File: src/rtl/sdpram_pkg.sv
// Shared constants and types for the simple-dual-port-RAM FIFO controller.
// The default geometry is the same one that sdpram_if and simple_dual_port_ram use.
package sdpram_pkg;

  localparam int DEF_DATA_WIDTH = 8;
  localparam int DEF_ADDR_WIDTH = 4;
  localparam int DEF_MEM_DEPTH  = 16;

  typedef enum logic {
    EMPTY = 1'b0,
    VALID = 1'b1
  } out_state_e;

  // The occupancy count has to reach MEM_DEPTH+1 (a full RAM plus the presented word).
  function automatic int cnt_width(input int addr_w);
    return addr_w + 2;
  endfunction

endpackage

File: src/rtl/sdpram_fifo_ptr.sv
// Wrapping RAM address pointer. It advances by one on inc and wraps modulo 2**W.
module sdpram_fifo_ptr #(
  parameter int W = 4
) (
  input  logic         clk,
  input  logic         rst,
  input  logic         inc,
  output logic [W-1:0] ptr
);

  logic [W-1:0] ptr_d, ptr_q;

  always_comb begin
    // NOTE: assign the default before the conditional so that no path leaves ptr_d unassigned (that would infer a latch).
    ptr_d = ptr_q;
    if (inc) ptr_d = ptr_q + W'(1);
  end

  // NOTE: use non-blocking assignments only in clocked blocks, so every flop samples its pre-edge value.
  always_ff @(posedge clk) begin
    if (rst) ptr_q <= '0;
    else     ptr_q <= ptr_d;
  end

  assign ptr = ptr_q;

endmodule

File: src/rtl/sdpram_fifo_ctrl.sv
// FIFO controller placed in front of simple_dual_port_ram: it owns the pointers, the count and the output stage.
// Optional: define SDPRAM_FIFO_PEAK_EN to add the peak_count high-water-mark output.
module sdpram_fifo_ctrl
  import sdpram_pkg::*;
#(
  parameter int DATA_WIDTH = DEF_DATA_WIDTH,
  parameter int ADDR_WIDTH = DEF_ADDR_WIDTH,
  parameter int MEM_DEPTH  = DEF_MEM_DEPTH
) (
  input  logic                            clk,
  input  logic                            rst,
  input  logic                            s_valid,
  input  logic [DATA_WIDTH-1:0]           s_data,
  output logic                            s_ready,
  output logic                            m_valid,
  output logic [DATA_WIDTH-1:0]           m_data,
  input  logic                            m_ready,
  output logic [cnt_width(ADDR_WIDTH)-1:0] count,
  output logic                            ram_wena,
  output logic [ADDR_WIDTH-1:0]           ram_addra,
  output logic [DATA_WIDTH-1:0]           ram_dina,
  output logic                            ram_renb,
  output logic [ADDR_WIDTH-1:0]           ram_addrb,
`ifdef SDPRAM_FIFO_PEAK_EN
  output logic [cnt_width(ADDR_WIDTH)-1:0] peak_count,
`endif
  input  logic [DATA_WIDTH-1:0]           ram_doutb
);

  localparam int CW = cnt_width(ADDR_WIDTH);
  localparam logic [ADDR_WIDTH:0] FULL_CNT = (ADDR_WIDTH+1)'(MEM_DEPTH);

  if (MEM_DEPTH != 2**ADDR_WIDTH) begin : g_depth_check
    $fatal(1, "sdpram_fifo_ctrl: MEM_DEPTH must equal 2**ADDR_WIDTH");
  end

  logic                 wr_go, rd_go;
  logic [ADDR_WIDTH:0]  mem_cnt_d, mem_cnt_q;
  out_state_e           state_d, state_q;

  assign s_ready = (mem_cnt_q != FULL_CNT);
  assign wr_go   = s_valid & s_ready;
  assign rd_go   = (mem_cnt_q != '0) & ((state_q == EMPTY) | m_ready);

  sdpram_fifo_ptr #(.W(ADDR_WIDTH)) u_wr_ptr (
    .clk(clk), .rst(rst), .inc(wr_go), .ptr(ram_addra)
  );

  sdpram_fifo_ptr #(.W(ADDR_WIDTH)) u_rd_ptr (
    .clk(clk), .rst(rst), .inc(rd_go), .ptr(ram_addrb)
  );

  assign ram_wena = wr_go;
  assign ram_dina = s_data;
  assign ram_renb = rd_go;

  // The RAM's registered read port serves as the output register: doutb holds while renb is low.
  assign m_data  = ram_doutb;
  assign m_valid = (state_q == VALID);
  assign count   = CW'(mem_cnt_q) + CW'(m_valid);

  always_comb begin
    mem_cnt_d = mem_cnt_q;
    unique case ({wr_go, rd_go})
      2'b10:   mem_cnt_d = mem_cnt_q + (ADDR_WIDTH+1)'(1);
      2'b01:   mem_cnt_d = mem_cnt_q - (ADDR_WIDTH+1)'(1);
      default: mem_cnt_d = mem_cnt_q;
    endcase

    state_d = state_q;
    unique case (state_q)
      EMPTY:   if (rd_go) state_d = VALID;
      VALID:   if (m_ready && !rd_go) state_d = EMPTY;
      default: state_d = EMPTY;
    endcase
  end

  // NOTE: only the control state is reset; the RAM array keeps stale words, which the cleared pointers make unreachable.
  always_ff @(posedge clk) begin
    if (rst) begin
      mem_cnt_q <= '0;
      state_q   <= EMPTY;
    end else begin
      mem_cnt_q <= mem_cnt_d;
      state_q   <= state_d;
    end
  end

`ifdef SDPRAM_FIFO_PEAK_EN
  logic [CW-1:0] peak_d, peak_q;

  always_comb begin
    peak_d = peak_q;
    if (count > peak_q) peak_d = count;
  end

  always_ff @(posedge clk) begin
    if (rst) peak_q <= '0;
    else     peak_q <= peak_d;
  end

  assign peak_count = peak_q;
`endif

endmodule

File: config.mk
export PLATFORM = sky130hd
export DESIGN_NAME = sdpram_fifo_ctrl
export DESIGN_NICKNAME = d
export VERILOG_FILES = /design/src/rtl/sdpram_pkg.sv /design/src/rtl/sdpram_fifo_ptr.sv /design/src/rtl/sdpram_fifo_ctrl.sv
export SDC_FILE = /design/constraint.sdc
export NUM_CORES = 1
export LEC_CHECK = 0
export CORE_ASPECT_RATIO = 1.75
export CORE_MARGIN = 2
export CORE_UTILIZATION = 38
export DETAILED_ROUTE_END_ITERATION = 7
export GPL_TIMING_DRIVEN = 0
export HOLD_SLACK_MARGIN = 0.02
export PLACE_DENSITY = 0.8
export SETUP_SLACK_MARGIN = 0.05
export SLEW_MARGIN = 20
export SYNTH_ARGS = -nofsm -noshare
export SYNTH_HDL_FRONTEND = slang
export SYNTH_SLANG_ARGS = --single-unit
File: constraint.sdc
create_clock -name clk -period 3.22 [get_ports clk]
set_clock_uncertainty 0.2 [all_clocks]
set_input_delay 0.644 -clock clk [delete_from_list [all_inputs] [get_ports clk]]
set_output_delay 0.644 -clock clk [all_outputs]
set_load 0.02 [all_outputs]
==> metrics.md <==
| Metric | Value |
|---|---|
| Reg-to-reg endpoint | `mem_cnt_q[4]$_SDFFE_PP0P_` |
| Final setup viols | `0` |
| Diode count | `0` |
| Max Cap Violations | `0` |
| Synthesis-to-layout area growth | `48.7%` |
| Port Buf Inserts | `37` |
| Starting Density | `a little under 40%` |
| Post-CTS Hold Fix Bufs | `0` |
| WP data required | `about 3.2 ns` |
| Post-Synth Adder-Cell Area | `12.7%` |
| Synth Register Bits | `14` |
| Hpwl dp | `between 1500 and 2000 um` |
| Final hold vios | `0` |
| Hold Crit Start | `u_wr_ptr.ptr[3]$_SDFFE_PP0P_` |
| Share of cells above drive strength 1 | `between 15 and 20%` |
| # fillers | `about 210` |
| Sequential share of the synthesized area | `approximately 30%` |
| Portion of netlist area occupied by mux cells | `~3.2%` |
| Hold endpoint | `u_wr_ptr.ptr[3]$_SDFFE_PP0P_` |
| CTS tree | `done` |
| Final period util | `between 90% and 100%` |
| Global-route wire length before repair | `3700 um` |
| Final instance area | `between 1000 and 1500 um2` |
| Crit Path Max Fanout | `5` |
| Worst min path class | `reg -> reg` |
| R2R setup slack | `about 0.19 ns` |
| Reg-to-reg startpoint | `mem_cnt_q[2]$_SDFFE_PP0P_` |
| Largest net degree at the start of global routing | `11` |
| Setup crit start kind | `input pin` |
| Avg WL per Cell | `between 10 and 15 um` |
| Worst-Skew Late Latency | `0.24 ns` |
| Vias in the first global route | `roughly 900` |
| Die X | `between 40 and 50 um` |
| Synth Area in Compound Gates | `~9.7%` |
| Least-Margin Pin Slew | `~0.49 ns` |
| CTS Buffer Depth | `2` |
| H-tree depth | `1` |
| Area after DPL | `~1300 um2` |
| Total GRT Usage | `between 15 and 20%` |
| Hold path depth | `2` |
| Root Driver | `clkbuf_8` |
| Main combinational cell family by area after synthesis | `simple AND/OR/NAND/NOR gates` |
| GRT met1 Usage | `between 10% and 20%` |
| 1st-iter DRT viols | `20` |
| Synthesized instance count | `107` |
| Max-slew headroom | `roughly 67%` |
| 1st-pass router iterations | `4` |
| Most frequent cells in the layout | `clkdlybuf4s50_1 (37), buf_4 (17), nor2_1 (15)` |
| # rows | `24` |
| Synthesized area | `946 um2` |
| Leakage power | `just over 0.6 nW` |
| Tot Pwr | `1.16 mW` |
| Layout Utilization | `57.8%` |
| DR DRC count | `0` |
| Crit end category | `flip-flop` |
| Final Max Tran Viols | `0` |
| Simple-gate area share of the yosys netlist | `roughly 17%` |
| Clock Sinks | `14` |
| Crit-path slowest cell | `or4_1` |
| Maximum vdd drop | `between 600 and 700 uV` |
| Synth Net Count | `between 100 and 150` |
| DIE AREA | `approximately 3000 um2` |
| GRT busiest layer | `met2` |
| Routing usage on met2 | `about 30%` |
| Fmax | `around 330 MHz` |
| Nets@finish | `approximately 180` |
| RePlAce Congestion | `approximately 0.75` |
| ANT nets after route | `0` |
| Core Region | `approximately 2400 um2` |
| Synth Warn # | `0` |
| Pwr/cell area | `a little over 800 nW/um2` |
| Num CTS Buffers | `3` |
| Reg clk slew, reported paths | `0.06 ns` |
| Synth unique cells | `27` |
| Syn avg cell area | `8.84 um2` |
| GR Overflow Total | `0` |
| Most common cell after layout, fill and taps aside | `clkdlybuf4s50_1` |
| GR Util met3 | `~2.8%` |
| Chip height | `about 70 um` |
| Most frequent cell on the critical path | `a21oi_1` |
| Status | `completed` |
| Initial antenna violation count | `0` |
| CP cell instances | `clkdlybuf4s50_1 > or2b_1 > o21ai_4 > inv_1 > ha_2 > ha_1 > a21oi_1 > a21oi_1 > or4_1 > a21oi_1` |
| Total number of vias | `~890` |
| WL final | `between 2000 and 2500 um` |
| Kind of critical path | `in -> reg` |
| Slowest Stage Delay on Critical Path | `~0.46 ns` |
| Unrepaired setup endpoints after global routing | `false` |
| Min Tclk post-route | `between 3 and 4 ns` |
| Via density per instance | `5.11` |
| Arr. time, crit path | `approximately 3 ns` |
| I/O pin cnt | `54` |
| XOR/XNOR Fraction of Synth Area | `around 10%` |
| R2r worst-path depth | `9` |
-- per-layer routing --
metal	part of all wire, %	wire (um)
met5	0	0
met4	1.6	35
met3	7.0	153
met2	56	1220
met1	35	770
-- through the flow --
stage	worst slack, ns	TNS [ns]	instances	hold slack, ns
floorplan	0.291	0	107	0.310
global placement	-0.0563	-0.0563	170	0.297
detailed placement	-0.107	-0.107	170	0.310
CTS	0.131	0	174	0.323
global route	0.0689	0	174	0.340
finish	0.183	0	174	0.315
-- layout make-up --
cell class / instances / area, um2 / area share, %
multi-input cells: 69 / 504 / 35.9
repair buffers: 37 / 370 / 26.3
flip-flops and latches: 14 / 280 / 19.9
plain buffers: 19 / 145 / 10.3
clock buffers: 4 / 55.1 / 3.91
well taps: 26 / 32.5 / 2.31
inverters: 5 / 18.8 / 1.33
-- flip-flops by register name (all words and copies together), names as in the netlist --
name and count:
mem_cnt_q 5, u_wr_ptr.ptr 4, u_rd_ptr.ptr 4, m_valid 1
-- report_power, final --
group | internal (mW) | leakage [nW] | switching (mW)
sequential | 0.220 | 0.115 | 0.0604
combinational | 0.340 | 0.473 | 0.377
clock | 0.108 | 0.0288 | 0.0589
total | 0.668 | 0.616 | 0.496
-- cell usage after synthesis --
cell	n	area [um2]
a211oi_1	2	15.0
a21o_1	1	7.51
a21oi_1	6	30.0
and3_1	2	12.5
buf_4	17	128
clkbuf_1	1	3.75
clkbuf_8	1	13.8
dfxtp_1	14	280
fa_1	1	20.0
ha_1	8	100
inv_1	4	15.0
inv_2	1	3.75
mux2i_1	3	30.0
nand2_1	4	15.0
nand3_1	5	25.0
nor2_1	15	56.3
nor4_1	2	12.5
nor4bb_1	1	10.0
o211ai_1	2	15.0
o21ai_4	1	16.3
o31ai_1	1	7.51
or2b_1	1	7.51
or3_1	1	6.26
or4_1	1	7.51
or4_4	1	11.3
xnor2_1	6	52.6
xor2_1	5	43.8
-- repair_timing --
action	4_1_cts	5_1_grt
buffers inserted	0	0
endpoints found under the setup margin	0	1
gates resized for setup	0	1
-- critical path, delay by kind of cell --
| family | cells | cell delay [ns] |
|---|---|---|
| compound gates | 4 | 0.56 |
| simple gates | 2 | 0.75 |
| fa+ha+maj | 2 | 0.54 |
| buf+inv | 2 | 0.49 |
-- worst max-delay path by stage --
stage                                          from                   endpoint  slack, ns
after global placement                      m_ready  mem_cnt_q[4]$_SDFFE_PP0P_      -0.06
after detailed placement                    m_ready  mem_cnt_q[4]$_SDFFE_PP0P_      -0.11
final                                       m_ready  mem_cnt_q[4]$_SDFFE_PP0P_       0.18
after floorplan           mem_cnt_q[2]$_SDFFE_PP0P_  mem_cnt_q[4]$_SDFFE_PP0P_       0.29
after CTS                                   m_ready  mem_cnt_q[4]$_SDFFE_PP0P_       0.13
after global routing                        m_ready  mem_cnt_q[4]$_SDFFE_PP0P_       0.07
-- kinds of logic (layout without fill, tap and decap cells) --
logic type	after synthesis	after routing
and+or+nand+nor	33	33
DFF	14	14
AOI/OAI and AO/OA	13	13
buffers and inverters	24	65
muxes	3	3
adders and majority gates	9	9
xor gates and xnor gates	11	11
No activity file was read; power rests on OpenSTA's default activity.
